<file path="src/rtl/nibble_serial_adder_pkg.sv">
// Shared types and constants for the nibble-serial wide adder.
package nibble_serial_adder_pkg;

    localparam int NIB_W = 4;

    typedef enum logic [1:0] {
        IDLE = 2'b00,
        RUN  = 2'b01,
        DONE = 2'b10
    } state_t;

    function automatic int nib_count(input int width);
        return width / NIB_W;
    endfunction

endpackage

</file>
<file path="src/rtl/nibble_serial_adder_slice.sv">
// Combinational 4-bit add slice with carry in and carry out.
module nibble_add_slice
    import nibble_serial_adder_pkg::*;
(
    input  logic [NIB_W-1:0] a,
    input  logic [NIB_W-1:0] b,
    input  logic             c_in,
    output logic [NIB_W-1:0] sum,
    output logic             c_out
);

    assign {c_out, sum} = {1'b0, a} + {1'b0, b} + {{NIB_W{1'b0}}, c_in};

endmodule

</file>
<file path="src/rtl/nibble_serial_adder.sv">
// Wide adder that processes one nibble per clock, LSB first,
// with valid/ready handshakes on both the operand and result sides.
module nibble_serial_adder
    import nibble_serial_adder_pkg::*;
#(
    parameter int WIDTH = 16
) (
    input  logic             clk,
    input  logic             rst_n,
    input  logic             in_valid,
    output logic             in_ready,
    input  logic [WIDTH-1:0] a,
    input  logic [WIDTH-1:0] b,
    input  logic             c_in,
    output logic             out_valid,
    input  logic             out_ready,
    output logic [WIDTH-1:0] sum,
    output logic             c_out,
    output logic             busy
);

    localparam int NIB   = nib_count(WIDTH);
    localparam int IDX_W = (NIB > 1) ? $clog2(NIB) : 1;
    localparam logic [IDX_W-1:0] LAST = IDX_W'(NIB - 1);

    state_t           state;
    logic [WIDTH-1:0] a_reg;
    logic [WIDTH-1:0] b_reg;
    logic [WIDTH-1:0] sum_reg;
    logic             carry_reg;
    logic             c_out_reg;
    logic             out_valid_reg;
    logic [IDX_W-1:0] idx;
    logic [NIB_W-1:0] nib;
    logic             carry;

    nibble_add_slice u_slice (
        .a     (a_reg[{idx, 2'b00} +: NIB_W]),
        .b     (b_reg[{idx, 2'b00} +: NIB_W]),
        .c_in  (carry_reg),
        .sum   (nib),
        .c_out (carry)
    );

    always_ff @(posedge clk or negedge rst_n) begin
        if (!rst_n) begin
            state         <= IDLE;
            a_reg         <= '0;
            b_reg         <= '0;
            sum_reg       <= '0;
            carry_reg     <= 1'b0;
            c_out_reg     <= 1'b0;
            out_valid_reg <= 1'b0;
            idx           <= '0;
        end else begin
            case (state)
                IDLE: begin
                    if (in_valid) begin
                        a_reg     <= a;
                        b_reg     <= b;
                        carry_reg <= c_in;
                        idx       <= '0;
                        state     <= RUN;
                    end
                end
                RUN: begin
                    sum_reg[{idx, 2'b00} +: NIB_W] <= nib;
                    carry_reg <= carry;
                    idx       <= idx + 1'b1;
                    if (idx == LAST) begin
                        c_out_reg     <= carry;
                        out_valid_reg <= 1'b1;
                        state         <= DONE;
                    end
                end
                DONE: begin
                    if (out_ready) begin
                        out_valid_reg <= 1'b0;
                        state         <= IDLE;
                    end
                end
                default: state <= IDLE;
            endcase
        end
    end

    assign in_ready  = (state == IDLE);
    assign busy      = (state != IDLE);
    assign out_valid = out_valid_reg;
    assign sum       = sum_reg;
    assign c_out     = c_out_reg;

endmodule

</file>
<file path="config.mk">
export PLATFORM = sky130hd
export DESIGN_NAME = nibble_serial_adder
export DESIGN_NICKNAME = d
export VERILOG_FILES = /design/src/rtl/nibble_serial_adder_pkg.sv /design/src/rtl/nibble_serial_adder_slice.sv /design/src/rtl/nibble_serial_adder.sv
export SDC_FILE = /design/constraint.sdc
export NUM_CORES = 1
export LEC_CHECK = 0
export BUFFER_PORTS_ARGS = -buffer_cell sky130_fd_sc_hd__buf_2
export CORE_MARGIN = 4
export CORE_UTILIZATION = 45
export DETAILED_ROUTE_END_ITERATION = 12
export HOLD_SLACK_MARGIN = 0.08
export PLACE_DENSITY = 0.78
export RECOVER_POWER = 25
export SYNTH_ARGS = -nofsm -noshare
export SYNTH_HDL_FRONTEND = slang
export SYNTH_SLANG_ARGS = --single-unit
</file>
<file path="constraint.sdc">
create_clock -name clk -period 3.5 [get_ports clk]
set_clock_uncertainty 0.05 [all_clocks]
set_input_delay 0.525 -clock clk [delete_from_list [all_inputs] [get_ports clk]]
set_output_delay 0.525 -clock clk [all_outputs]
set_load 0.02 [all_outputs]
</file>
==> Word-level counts from Yosys, hierarchy flattened <==
Cells that the tools add are included.
{ "totals": {"register_bits": 55, "latchBits": 0, "mem_bits_rw": 0, "romBits": 0, "inputBits": 37, "output_inout_bits": 20, "n_memories": 0} }
{ "op_classes": {"addsub": 4, "mul": 0, "div_mod_pow": 0, "n_lt_le_gt_ge": 0, "n_eq_ne": 6, "n_shift": 4, "mux": 12, "n_bitwise": 0, "reduce_logical": 9} }
{ "op_table": {"columns": ["cell", "count"], "rows": [
  ["$shiftx A16 B5 Y4", 2],
  ["$bwmux W16", 1],
  ["$shift A4 B6 Y16 const A", 1],
  ["$shiftx A4 B6 Y16", 1],
  ["$mux W2", 4],
  ["$ne A2 B2 Y1 const B", 3],
  ["$neg A4 Y6", 1],
  ["$pmux W2 S3", 1],
  ["$reduce_and A2 Y1", 3],
  ["$reduce_and A3 Y1", 2],
  ["$reduce_bool A2 Y1", 3],
  ["$add A4 B4 Y5", 1],
  ["$add A5 B1 Y5", 1],
  ["$eq A2 B2 Y1 const B", 2],
  ["$pmux W1 S2", 2],
  ["$pmux W2 S2", 1],
  ["$mux W1", 3],
  ["$add A2 B1 Y2 const B", 1],
  ["$eq A2 B1 Y1 const B", 1],
  ["$logic_not A2 Y1", 1]
]} }

==> Longest topological paths before layout <==
Gate-level depths: netlist of the first run.
{ "depth": {"ltp_word": 5, "mapped_depth": 7, "depth_no_buf": 6} }

==> By module <==
From an unflattened synthesis of the first run, not the netlist that was laid out.
{ "hier_totals": {"cells_unflattened": 188, "hier_area_um2": 2668.8} }
{ "by_module_without_submodules": {"columns": ["module", "instances", "cells_per_inst", "area_each_um2", "seq_area_each_um2"], "rows": [
  ["nibble_serial_adder", 1, 172, 2524.9, 1376.3],
  ["nibble_add_slice", 1, 16, 143.9, 0.0]
]} }

==> Worst setup path after synthesis of the first run <==
OpenSTA, ideal clock, no wires.
{ "synth_path": {"path_kind": "register -> register", "startpoint": "reg idx[0]", "endpoint": "reg c_out_reg (netlist: c_out)", "setup_ps": 130, "t_arrival_ps": 2469, "t_required_ps": 3320, "setup_slack_ps": 851, "path_stages_with_launch": 8, "cell_sequence": "dfrtp_1 buf_4 mux4_2 fa_1 fa_1 a21o_1 a21oi_1 a31oi_1"} }
{ "synth_between": {"elab_chain_cells": 3, "word_cells_on_any_way": 6, "classes_between": "add/sub (2); eq/ne (1); shift (2); reduce/logical (1)"} }
{ "synth_lines": {"columns": ["element", "line", "rtl"], "rows": [
  ["start: declaration", "nibble_serial_adder.sv:33", "logic [IDX_W-1:0] idx;"],
  ["start signal: assignment", "nibble_serial_adder.sv:69", "idx <= idx + 1'b1;"],
  ["$shiftx A16 B5 Y4, on equally long branches", "nibble_serial_adder.sv:38, nibble_serial_adder.sv:39", null],
  ["$add A4 B4 Y5", "nibble_serial_adder_slice.sv:12", "assign {c_out, sum} = {1'b0, a} + {1'b0, b} + {{NIB_W{1'b0}}, c_in};"],
  ["$add A5 B1 Y5", "nibble_serial_adder_slice.sv:12", null],
  ["end signal: assignment", "nibble_serial_adder.sv:71", "c_out_reg <= carry;"],
  ["end: declaration", "nibble_serial_adder.sv:31", "logic c_out_reg;"]
]} }
Parallel ways exist; a longest one is shown, timed or not.
A chain may end at the register's enable or synchronous reset.

==> Worst setup path in the final report of the first run <==
{ "layout_path": {"startpoint": "reg idx[0]", "endpoint": "reg sum_reg[2] (netlist: sum[2])"} }
{ "layout_between": {"elab_chain_cells": 5, "word_cells_on_any_way": 8, "classes_between": "add/sub (3); shift (4); mux (1)"} }
{ "layout_lines": {"columns": ["element", "line", "rtl"], "rows": [
  ["$shiftx A16 B5 Y4, on equally long branches", "nibble_serial_adder.sv:38, nibble_serial_adder.sv:39", null],
  ["$add A4 B4 Y5", "nibble_serial_adder_slice.sv:12", null],
  ["$add A5 B1 Y5", "nibble_serial_adder_slice.sv:12", null],
  ["$shiftx A4 B6 Y16", "nibble_serial_adder.sv:67", "sum_reg[{idx, 2'b00} +: NIB_W] <= nib;"],
  ["$bwmux W16 *", "nibble_serial_adder.sv:67", null],
  ["end signal: indexed assignment", "nibble_serial_adder.sv:67", null],
  ["end: declaration", "nibble_serial_adder.sv:29", "logic [WIDTH-1:0] sum_reg;"]
]} }
Mark *: on every way between the ends. The rest lies on a longest branch, timed or not.

==> impl_metrics.env, run 1 <==
export IMPL_outcome="finished, final reports clean"
export IMPL_dp_cells=360
export IMPL_htreeDepth=2
export IMPL_maxCapViolations=0
export IMPL_ff_latch_area_mm2=0.00138
export IMPL_critPathKind="register to register"
export IMPL_pwr_share_clk_pct=11.5
export IMPL_timing_fmax_ghz=0.379
export IMPL_antenna_found_initial=0
export IMPL_cts_tree="yes"
export IMPL_rsz0062_at_grt="false"
export IMPL_tightest_slew_ns=1.47
export IMPL_p_leak_nw=1.60
export IMPL_overflow=0
export IMPL_hpwlAfterDp_mm=4.13
export IMPL_maxSlewHeadroom_pct=2.16
export IMPL_fin_hold_ws_ns=0.358
export IMPL_start_kind="register"
export IMPL_ys_types=36
export IMPL_dieArea_mm2=0.00709
export IMPL_wl_per_cell_um=15.0
export IMPL_clock_root_buffer="clkbuf_8"
export IMPL_reg2reg_to="sum[2]"
export IMPL_met1_length_mm=2.42
export IMPL_cp_arrival_ns=2.82
export IMPL_dr_wl_met3_um=343
export IMPL_ys_seq_elements=55
export IMPL_min_from="b[7]"
export IMPL_syn_num_nets=288
export IMPL_p_int_mw=1.72
export IMPL_synth_warnings=0
export IMPL_firstDrtPassIters=4
export IMPL_drt_total_wl_mm=5.52
export IMPL_portBuffers=56
export IMPL_fillers=512
export IMPL_initial_utilization_pct=46.8
export IMPL_cp_data_required_time_ns=3.68
export IMPL_routed_via_density=5.17
export IMPL_wl_met2_mm=2.69
export IMPL_fin_setup_tns_ns=0
export IMPL_slew_viol_final=0
export IMPL_grt_use_total_pct=16.4
export IMPL_nNetsFinal=343
export IMPL_power_switching_share_pct=43.5
export IMPL_top_layer="met4"
export IMPL_crit_path_end_kind="register"
export IMPL_grt_pass1_wl_mm=9.38
export IMPL_grt_pass1_vias=1959
export IMPL_rows=27
export IMPL_vias=1898
export IMPL_netlist_instances=240
export IMPL_multiInputGateArea_mm2=0.00114
export IMPL_syn_cell_area_mm2=0.00261
export IMPL_die_w_um=84.2
export IMPL_grt_max_degree=36
export IMPL_ir_worst_vdd_uv=499
export IMPL_drt_iter0_markers=112
export IMPL_avgSynthCellArea_um2=10.9
export IMPL_area_growth_pct=15.1
export IMPL_fin_ws_ns=0.859
export IMPL_ctsHoldBuffers=0
export IMPL_drive_gt1_share_pct=26.8
export IMPL_seqPwrFrac_pct=37.7
export IMPL_drc_errors=0
export IMPL_numClockSinks=55
export IMPL_core_area_mm2=0.00557
export IMPL_worst_path_max_fanout=5
export IMPL_r2r_cells=6
export IMPL_die_y_um=84.2
export IMPL_path_clk_slew_ns=0.09
export IMPL_cts_setup_buffers=0
export IMPL_r2r_start="idx[0]"
export IMPL_gp_congestion=0.806
export IMPL_numCtsBuffers=5
export IMPL_combPwrFrac_pct=50.8
export IMPL_diodes=0
export IMPL_ant_nets=0
export IMPL_r2r_slack_ns=0.86
export IMPL_whs_endpoint="b_reg[7]"
export IMPL_clk_latency_ns=0.30
export IMPL_cts_repair_resized=0
export IMPL_hold_viol=0
export IMPL_min_path_cells=3
export IMPL_period_share_pct=75.5
export IMPL_p_per_area_mw_per_mm2=1010
export IMPL_hold_path_class="input pin to register"
export IMPL_finalSetupViolCount=0
export IMPL_fin_cells=367
export IMPL_min_period_ns=2.64
export IMPL_net_switching_power_mw=1.32
export IMPL_dp_slack_ns=0.850
export IMPL_cts_buffer_depth=2
export IMPL_ios=57
export IMPL_synth_seq_area_share_pct=52.7
per-layer routing:
| layer | up-vias | global-route usage (%) |
|---|---|---|
| met5 | - | 0 |
| met4 | 0 | 3.65 |
| met3 | 10 | 3.43 |
| met2 | 65 | 27.3 |
| met1 | 907 | 22.2 |
| li1 | 916 | - |
power groups by stage:
stage / clock (mW) / combinational (mW) / sequential [mW]
2_1_floorplan: 0 / 1.15 / 1.15
3_3_place_gp: 0 / 1.50 / 1.15
3_5_place_dp: 0 / 1.56 / 1.16
4_1_cts: 0.354 / 1.56 / 1.15
5_1_grt: 0.384 / 1.72 / 1.18
6_report: 0.349 / 1.55 / 1.15
synthesized netlist by cell type:
cell | n | area share (%)
a21o_1 | 1 | 0.29
o31ai_1 | 1 | 0.29
a32o_1 | 4 | 1.5
ha_1 | 9 | 4.3
o21ai_0 | 4 | 0.77
xor2_1 | 1 | 0.34
inv_1 | 4 | 0.57
nor4b_4 | 1 | 0.91
buf_4 | 2 | 0.57
o21bai_1 | 1 | 0.29
or2_2 | 1 | 0.24
o21ai_1 | 1 | 0.19
and2b_1 | 1 | 0.29
a21oi_1 | 3 | 0.57
buf_2 | 3 | 0.57
nor4_4 | 1 | 0.81
mux4_2 | 8 | 6.9
and3b_1 | 1 | 0.34
a22o_1 | 12 | 4.0
buf_6 | 5 | 2.2
clkbuf_1 | 1 | 0.14
nand3b_1 | 2 | 0.57
nor2_2 | 1 | 0.24
fa_1 | 2 | 1.5
o211ai_1 | 1 | 0.29
nand3b_4 | 1 | 0.77
a31oi_1 | 1 | 0.24
a211oi_1 | 1 | 0.29
dfrtp_1 | 55 | 53
nand2b_1 | 2 | 0.48
or3b_1 | 3 | 1.0
and3_1 | 1 | 0.24
nand2_1 | 100 | 14
nor2_1 | 2 | 0.29
nand3_1 | 2 | 0.38
nor3b_2 | 1 | 0.48
worst max path at each step:
stage                     slack, ns     end    from
final                          0.86  sum[2]  idx[0]
after global routing           0.67  sum[2]  idx[0]
after CTS                      0.83  sum[2]  idx[0]
after detailed placement       0.85  sum[2]  idx[0]
after global placement         0.94  sum[2]  idx[0]
after floorplan                0.85   c_out  idx[0]
worst max-delay path, stage by stage, from the launching register on:
cell      delay, ns
dfrtp_1        0.50
mux4_2         0.57
fa_1           0.45
fa_1           0.42
xor2_1         0.37
nand2b_1       0.10
o21ai_1        0.12
cell families (layout without fill, tap and decap cells):
group,count (synthesis),after routing,synth area share [%]
and+or+nand+nor,120,120,21.4
DFF,55,55,52.7
AOI/OAI and AO/OA,30,30,8.77
buffers and inverters,15,70,4.02
adders and majority gates,11,11,5.85
muxes,8,8,6.90
xor gates and xnor gates,1,1,0.335
cells in the final DEF, fill, tap and decap left out:
cell        n
a211oi_1    1
a21o_1      1
a21oi_1     3
a22o_1     12
a31oi_1     1
a32o_1      4
and2b_1     1
and3_1      1
and3b_1     1
buf_2      55
buf_4       3
clkbuf_1    1
clkbuf_8    6
clkinv_2    1
dfrtp_1    55
fa_1        2
ha_1        9
inv_1       4
mux4_2      8
nand2_1   100
nand2b_1    2
nand3_1     2
nand3b_1    2
nand3b_4    1
nor2_1      2
nor2_2      1
nor3b_4     1
nor4_4      1
nor4b_4     1
o211ai_1    1
o21ai_0     4
o21ai_1     1
o21bai_1    1
o31ai_1     1
or2_2       1
or3b_1      3
xor2_1      1
layout make-up:
cell class              count  share of cell area [%]
flip-flops and latches     55                    45.8
clock buffers               6                    2.75
clock inverters             1                   0.166
well taps                  72                    3.00
repair buffers             59                    10.0
inverters                   4                   0.499
multi-input cells         170                    37.8
metrics by stage:
step / power [mW] / util [%] / cell area (um^2)
finish: 3.04 / 53.9 / 3010
global route: 3.29 / 53.9 / 3010
CTS: 3.07 / 54.0 / 3010
detailed placement: 2.72 / 52.4 / 2920
global placement: 2.65 / 52.4 / 2920
floorplan: 2.29 / - / 2610
(Power assumes the default switching activity.)
==> inputs of run 2 (changes only) <==
--- a/config.mk
+++ b/config.mk
@@ -10,7 +10,7 @@
 export CORE_UTILIZATION = 45
 export DETAILED_ROUTE_END_ITERATION = 12
 export HOLD_SLACK_MARGIN = 0.08
-export PLACE_DENSITY = 0.78
+export PLACE_DENSITY = 0.81
 export RECOVER_POWER = 25
 export SYNTH_ARGS = -nofsm -noshare
 export SYNTH_HDL_FRONTEND = slang
==> constraint.sdc (replaced) <==
create_clock -name clk -period 2.4 [get_ports clk]
set_clock_uncertainty 0.05 [all_clocks]
set_input_delay 0.36 -clock clk [delete_from_list [all_inputs] [get_ports clk]]
set_output_delay 0.36 -clock clk [all_outputs]
set_load 0.02 [all_outputs]
==> run 2 against run 1 <==
  * The run now ends with negative setup slack left
  * Sequential power increased by 43%
  * Register-to-register slack lost 0.89 ns
  * Global-route usage increased by 0.42 points
  * Setup slack worse by 0.89 ns
  * Largest cell class unchanged
  * Largest power group unchanged
==> impl_metrics.env, run 2 (synthesis gave the netlist of run 1 again) <==
export IMPL_p_leak_nw=1.63
export IMPL_final_common_cell="nand2_1"
export IMPL_ios=57
export IMPL_crit_family="multiplexers"
export IMPL_fillers=507
export IMPL_grt_max_degree=36
export IMPL_tightest_slew_ns=1.42
export IMPL_antenna_found_initial=0
export IMPL_path_buf_inv=1
export IMPL_worst_path_max_fanout=7
export IMPL_fin_ws_ns=-0.0301
export IMPL_critical_path_max_stage_delay_ns=0.53
export IMPL_finalInstanceArea_mm2=0.00314
export IMPL_timing_fmax_ghz=0.412
export IMPL_cts_tree="yes"
export IMPL_dieArea_mm2=0.00709
export IMPL_finalSetupViolCount=7
export IMPL_drt_iter0_markers=134
export IMPL_area_growth_pct=20.1
export IMPL_crit_path_end_kind="register"
export IMPL_cp_data_required_time_ns=2.55
export IMPL_r2r_cells=6
export IMPL_maxSlewHeadroom_pct=5.51
export IMPL_cp_arrival_ns=2.58
export IMPL_drc_errors=0
export IMPL_die_y_um=84.2
export IMPL_critPathSlowestCell="mux4_2"
export IMPL_drive_gt1_share_pct=29.1
export IMPL_htreeDepth=2
export IMPL_maxCapViolations=0
export IMPL_numClockSinks=55
export IMPL_min_path_cells=3
export IMPL_utilization_pct=56.3
export IMPL_ff_latch_area_mm2=0.00138
export IMPL_grt_pass1_wl_mm=9.63
export IMPL_hold_path_class="input pin to register"
export IMPL_cts_buffer_depth=2
export IMPL_routed_via_density=5.18
export IMPL_multiInputGateArea_mm2=0.00116
export IMPL_path_clk_slew_ns=0.10
export IMPL_ir_worst_vdd_uv=632
export IMPL_min_from="b[0]"
export IMPL_hpwlAfterDp_mm=4.31
export IMPL_placed_area_mm2=0.00301
export IMPL_vias=1959
export IMPL_diodes=0
export IMPL_period_share_pct=101
export IMPL_final_cell_mix="100 x nand2_1, 54 x dfrtp_1, 48 x buf_2"
export IMPL_critPathKind="register to register"
export IMPL_fin_hold_ws_ns=0.181
export IMPL_clk_latency_ns=0.31
export IMPL_start_kind="register"
export IMPL_reg2reg_to="sum[15]"
export IMPL_rsz0062_at_grt="true"
export IMPL_core_area_mm2=0.00557
export IMPL_overflow=0
export IMPL_r2r_start="idx[0]"
export IMPL_die_w_um=84.2
export IMPL_crit_chain="buf_4, mux4_2, ha_1, a211oi_2, or3b_4, a32o_1"
export IMPL_grt_pass1_vias=2004
export IMPL_slew_viol_final=0
export IMPL_r2r_slack_ns=-0.03
export IMPL_gp_congestion=0.822
export IMPL_whs_endpoint="b_reg[0]"
export IMPL_hold_viol=0
export IMPL_grt_use_total_pct=16.8
export IMPL_drt_total_wl_mm=5.70
export IMPL_nNetsFinal=354
export IMPL_ant_nets=0
export IMPL_portBuffers=56
export IMPL_violations="negative setup slack"
export IMPL_firstDrtPassIters=4
export IMPL_outcome="finished with violations"
export IMPL_initial_utilization_pct=46.8
export IMPL_clock_root_buffer="clkbuf_8"
export IMPL_min_period_ns=2.43
export IMPL_rows=27
export IMPL_numCtsBuffers=5
export IMPL_wl_per_cell_um=15.1
export IMPL_p_per_area_mw_per_mm2=1570
[run 2: cell count changes in the layout (fill, tap and decap cells not counted), sizes merged]
cell,delta
buf,+3
clkinv,-1
bufinv,+1
clkbuf,+7
dlygate4sd3,+1
[run 2: worst max-delay path by stage]
stage / start / end / slack [ns] / cells after the start
2_1_floorplan: idx[0] / c_out / -0.009 / 7
3_3_place_gp: idx[0] / sum[15] / 0.06 / 6
3_5_place_dp: idx[0] / sum[15] / -0.05 / 6
4_1_cts: idx[0] / sum[15] / -0.02 / 6
5_1_grt: idx[0] / sum[6] / -0.11 / 6
6_report: idx[0] / sum[15] / -0.03 / 6
[run 2: repair_timing]
action                                  4_1_cts  5_1_grt
hold buffers                                  1        0
pin swaps                                     2        2
endpoints found under the hold margin        23        0
resized for setup                             2        2
buffers inserted                              0        1
endpoints found under the setup margin        8       10
[run 2: tightest hold or removal path, stage by stage]
cell and delay, ns:
buf_2 0.08, nand2_1 0.04, nand2_1 0.04
[run 2: layout make-up]
cell class,count,area share [%]
Sequential cell,55,43.9
Multi-Input combinational cell,170,37.0
Timing Repair Buffer,70,12.5
Tap cell,72,2.87
Clock buffer,6,2.31
Clock inverter,1,0.958
Inverter,4,0.479
[run 2: metrics by stage]
step	instances	total power, mW	setup TNS [ns]	setup WS (ns)
after global routing	378	5.29	-0.849	-0.105
after CTS	377	4.91	-0.0310	-0.0156
after floorplan	240	3.41	-0.0186	-0.00923
after global placement	369	4.12	0	0.0575
final	378	4.93	-0.102	-0.0301
after detailed placement	369	4.26	-0.153	-0.0464
[run 2: power by group]
group	internal, mW	switching, mW	leakage (nW)
Clock	0.306	0.287	0.0513
Combinational	1.20	1.49	0.883
Sequential	1.34	0.305	0.697
[run 2: routing by layer]
metal	part of all wire, %	vias up	global-route usage (%)
met3	5.3	4	3.24
met2	50	62	29.4
met1	44	948	21.2
met4	0.74	0	4.82
li1	-	945	-
met5	0	-	0
==> inputs of run 3 (changes only) <==
--- a/config.mk
+++ b/config.mk
@@ -6,11 +6,11 @@
 export NUM_CORES = 1
 export LEC_CHECK = 0
 export BUFFER_PORTS_ARGS = -buffer_cell sky130_fd_sc_hd__buf_2
-export CORE_MARGIN = 4
+export CORE_MARGIN = 10
 export CORE_UTILIZATION = 45
 export DETAILED_ROUTE_END_ITERATION = 12
 export HOLD_SLACK_MARGIN = 0.08
-export PLACE_DENSITY = 0.81
+export PLACE_DENSITY = 0.78
 export RECOVER_POWER = 25
 export SYNTH_ARGS = -nofsm -noshare
 export SYNTH_HDL_FRONTEND = slang
==> constraint.sdc (replaced) <==
create_clock -name clk -period 2.6 [get_ports clk]
set_clock_uncertainty 0.05 [all_clocks]
set_input_delay 0.39 -clock clk [delete_from_list [all_inputs] [get_ports clk]]
set_output_delay 0.39 -clock clk [all_outputs]
set_load 0.02 [all_outputs]
==> run 3 against run 2 <==
  * The run ends with max-capacitance violations, max-slew violations left
  * Power down 12%
  * Sequential share of layout area up 0.46 points
  * Cell area down 1.0%
  * Setup slack better by 0.11 ns
  * Utilization down 0.58 points
  * Die area up 31%
  * Clock-buffer cell count down 1
  * Critical path type unchanged
  * Largest cell class unchanged
  * Largest power group unchanged
==> impl_metrics.env, run 3 (synthesis gave the netlist of run 1 again) <==
export IMPL_outcome="finished with violations"
export IMPL_violations="max-capacitance violations, max-slew violations"
export IMPL_numClockSinks=55
export IMPL_cts_tree="yes"
export IMPL_p_leak_nw=1.64
export IMPL_hpwlAfterDp_mm=4.49
export IMPL_dieArea_mm2=0.00925
export IMPL_rsz0062_at_grt="false"
export IMPL_totalPowerFinal_mw=4.34
export IMPL_htreeDepth=2
export IMPL_die_w_um=96.2
export IMPL_core_area_mm2=0.00557
export IMPL_path_clk_slew_ns=0.10
export IMPL_fin_ws_ns=0.0798
export IMPL_drive_gt1_share_pct=30.0
export IMPL_clk_latency_ns=0.31
export IMPL_critPathSlowestCell="mux4_2"
export IMPL_initial_utilization_pct=46.8
export IMPL_dp_cells=364
export IMPL_dp_slack_ns=0.0415
export IMPL_vias=1929
export IMPL_portBuffers=56
export IMPL_drt_total_wl_mm=5.77
export IMPL_fillers=508
export IMPL_period_share_pct=96.9
export IMPL_ctsHoldBuffers=0
export IMPL_fin_cells=375
export IMPL_maxSlewHeadroom_pct=-25.5
export IMPL_die_y_um=96.2
export IMPL_wl_per_cell_um=15.4
export IMPL_drc_errors=0
export IMPL_timing_fmax_ghz=0.397
export IMPL_area_growth_pct=18.8
export IMPL_slew_viol_final=36
export IMPL_maxCapViolations=1
export IMPL_hold_path_class="input pin to register"
export IMPL_antenna_found_initial=0
export IMPL_ant_nets=0
export IMPL_cp_arrival_ns=2.67
export IMPL_worst_path_max_fanout=7
export IMPL_start_kind="register"
export IMPL_critical_path_max_stage_delay_ns=0.56
export IMPL_p_per_area_mw_per_mm2=1400
export IMPL_cts_buffer_depth=2
export IMPL_fin_setup_tns_ns=0
export IMPL_grt_pass1_wl_mm=9.81
export IMPL_overflow=0
export IMPL_crit_path_end_kind="register"
export IMPL_min_period_ns=2.52
export IMPL_gp_congestion=0.767
export IMPL_final_common_cell="nand2_1"
export IMPL_final_cell_mix="100 x nand2_1, 55 x buf_2, 54 x dfrtp_1"
export IMPL_diodes=0
export IMPL_rows=27
export IMPL_clock_root_buffer="clkbuf_8"
export IMPL_grt_max_degree=36
export IMPL_nNetsFinal=350
export IMPL_cp_data_required_time_ns=2.75
export IMPL_crit_chain="buf_4, mux4_2, ha_1, a211oi_1, or3b_1, a32o_1"
export IMPL_drt_iter0_markers=78
export IMPL_finalSetupViolCount=0
export IMPL_firstDrtPassIters=4
export IMPL_hold_viol=0
export IMPL_critPathKind="register to register"
export IMPL_grt_use_total_pct=13.5
export IMPL_ir_worst_vdd_uv=595
export IMPL_routed_via_density=5.14
export IMPL_numCtsBuffers=5
export IMPL_tightest_slew_ns=1.88
export IMPL_ios=57
export IMPL_grt_pass1_vias=2049
==> run 3: per-stage QoR <==
step	cell area [um^2]	utilization [%]	hold slack, ns
floorplan	2620	-	0.0444
global placement	2950	53.0	0.406
detailed placement	2950	53.0	0.414
CTS	3070	55.0	0.118
global route	3100	55.7	0.210
finish	3100	55.7	0.211
==> run 3: worst max-delay path, delay by kind of cell (launching register included) <==
kind | cells | cell delay [ns]
flip-flops | 1 | 0.45
buffers and inverters | 1 | 0.19
AND/OR/NAND/NOR | 1 | 0.47
adder cells (fa/ha/maj) | 1 | 0.31
multiplexers | 1 | 0.56
AO/OA/AOI/OAI | 2 | 0.38
==> run 3: final timing paths <==
check	start	to	slack [ns]	cells after the start
hold / removal	a[14]	a_reg[14]	0.21	3
hold reg to reg	a_reg[6]	a_reg[6]	0.43	2
max in group asynchronous	rst_n	idx[0]	0.76	1
setup reg to reg	idx[0]	sum[15]	0.08	6
min in group asynchronous	rst_n	b_reg[9]	0.54	1
setup / recovery	idx[0]	sum[15]	0.08	6
==> run 3: report_power, final <==
part / leakage, nW / switching (mW) / total [mW] / internal (mW)
Clock: 0.0587 / 0.285 / 0.578 / 0.292
Combinational: 0.886 / 1.29 / 2.26 / 0.973
Sequential: 0.697 / 0.267 / 1.50 / 1.24
Total: 1.64 / 1.84 / 4.34 / 2.50
==> run 3: cell type report <==
class                           instances  area [um^2]  share of cell area, %
Clock buffer                            5         68.8                   2.22
Timing Repair Buffer                   66          354                   11.4
Multi-Input combinational cell        170         1150                   37.1
Tap cell                               72         90.1                   2.90
Inverter                                4         15.0                  0.484
Clock inverter                          3         47.5                   1.53
Sequential cell                        55         1380                   44.4
==> run 3: timing repair <==
action	in CTS	in global routing
setup buffers	0	3
endpoints found under the setup margin	0	10
resized for setup	0	3
==> run 3: routing by layer <==
layer / global-route usage, % / share of wire [%] / vias to the layer above
met5: 0 / 0 / -
met4: 4.91 / 1.7 / 0
met3: 4.28 / 7.4 / 7
met2: 21.6 / 47 / 50
met1: 16.6 / 44 / 936
li1: - / - / 936
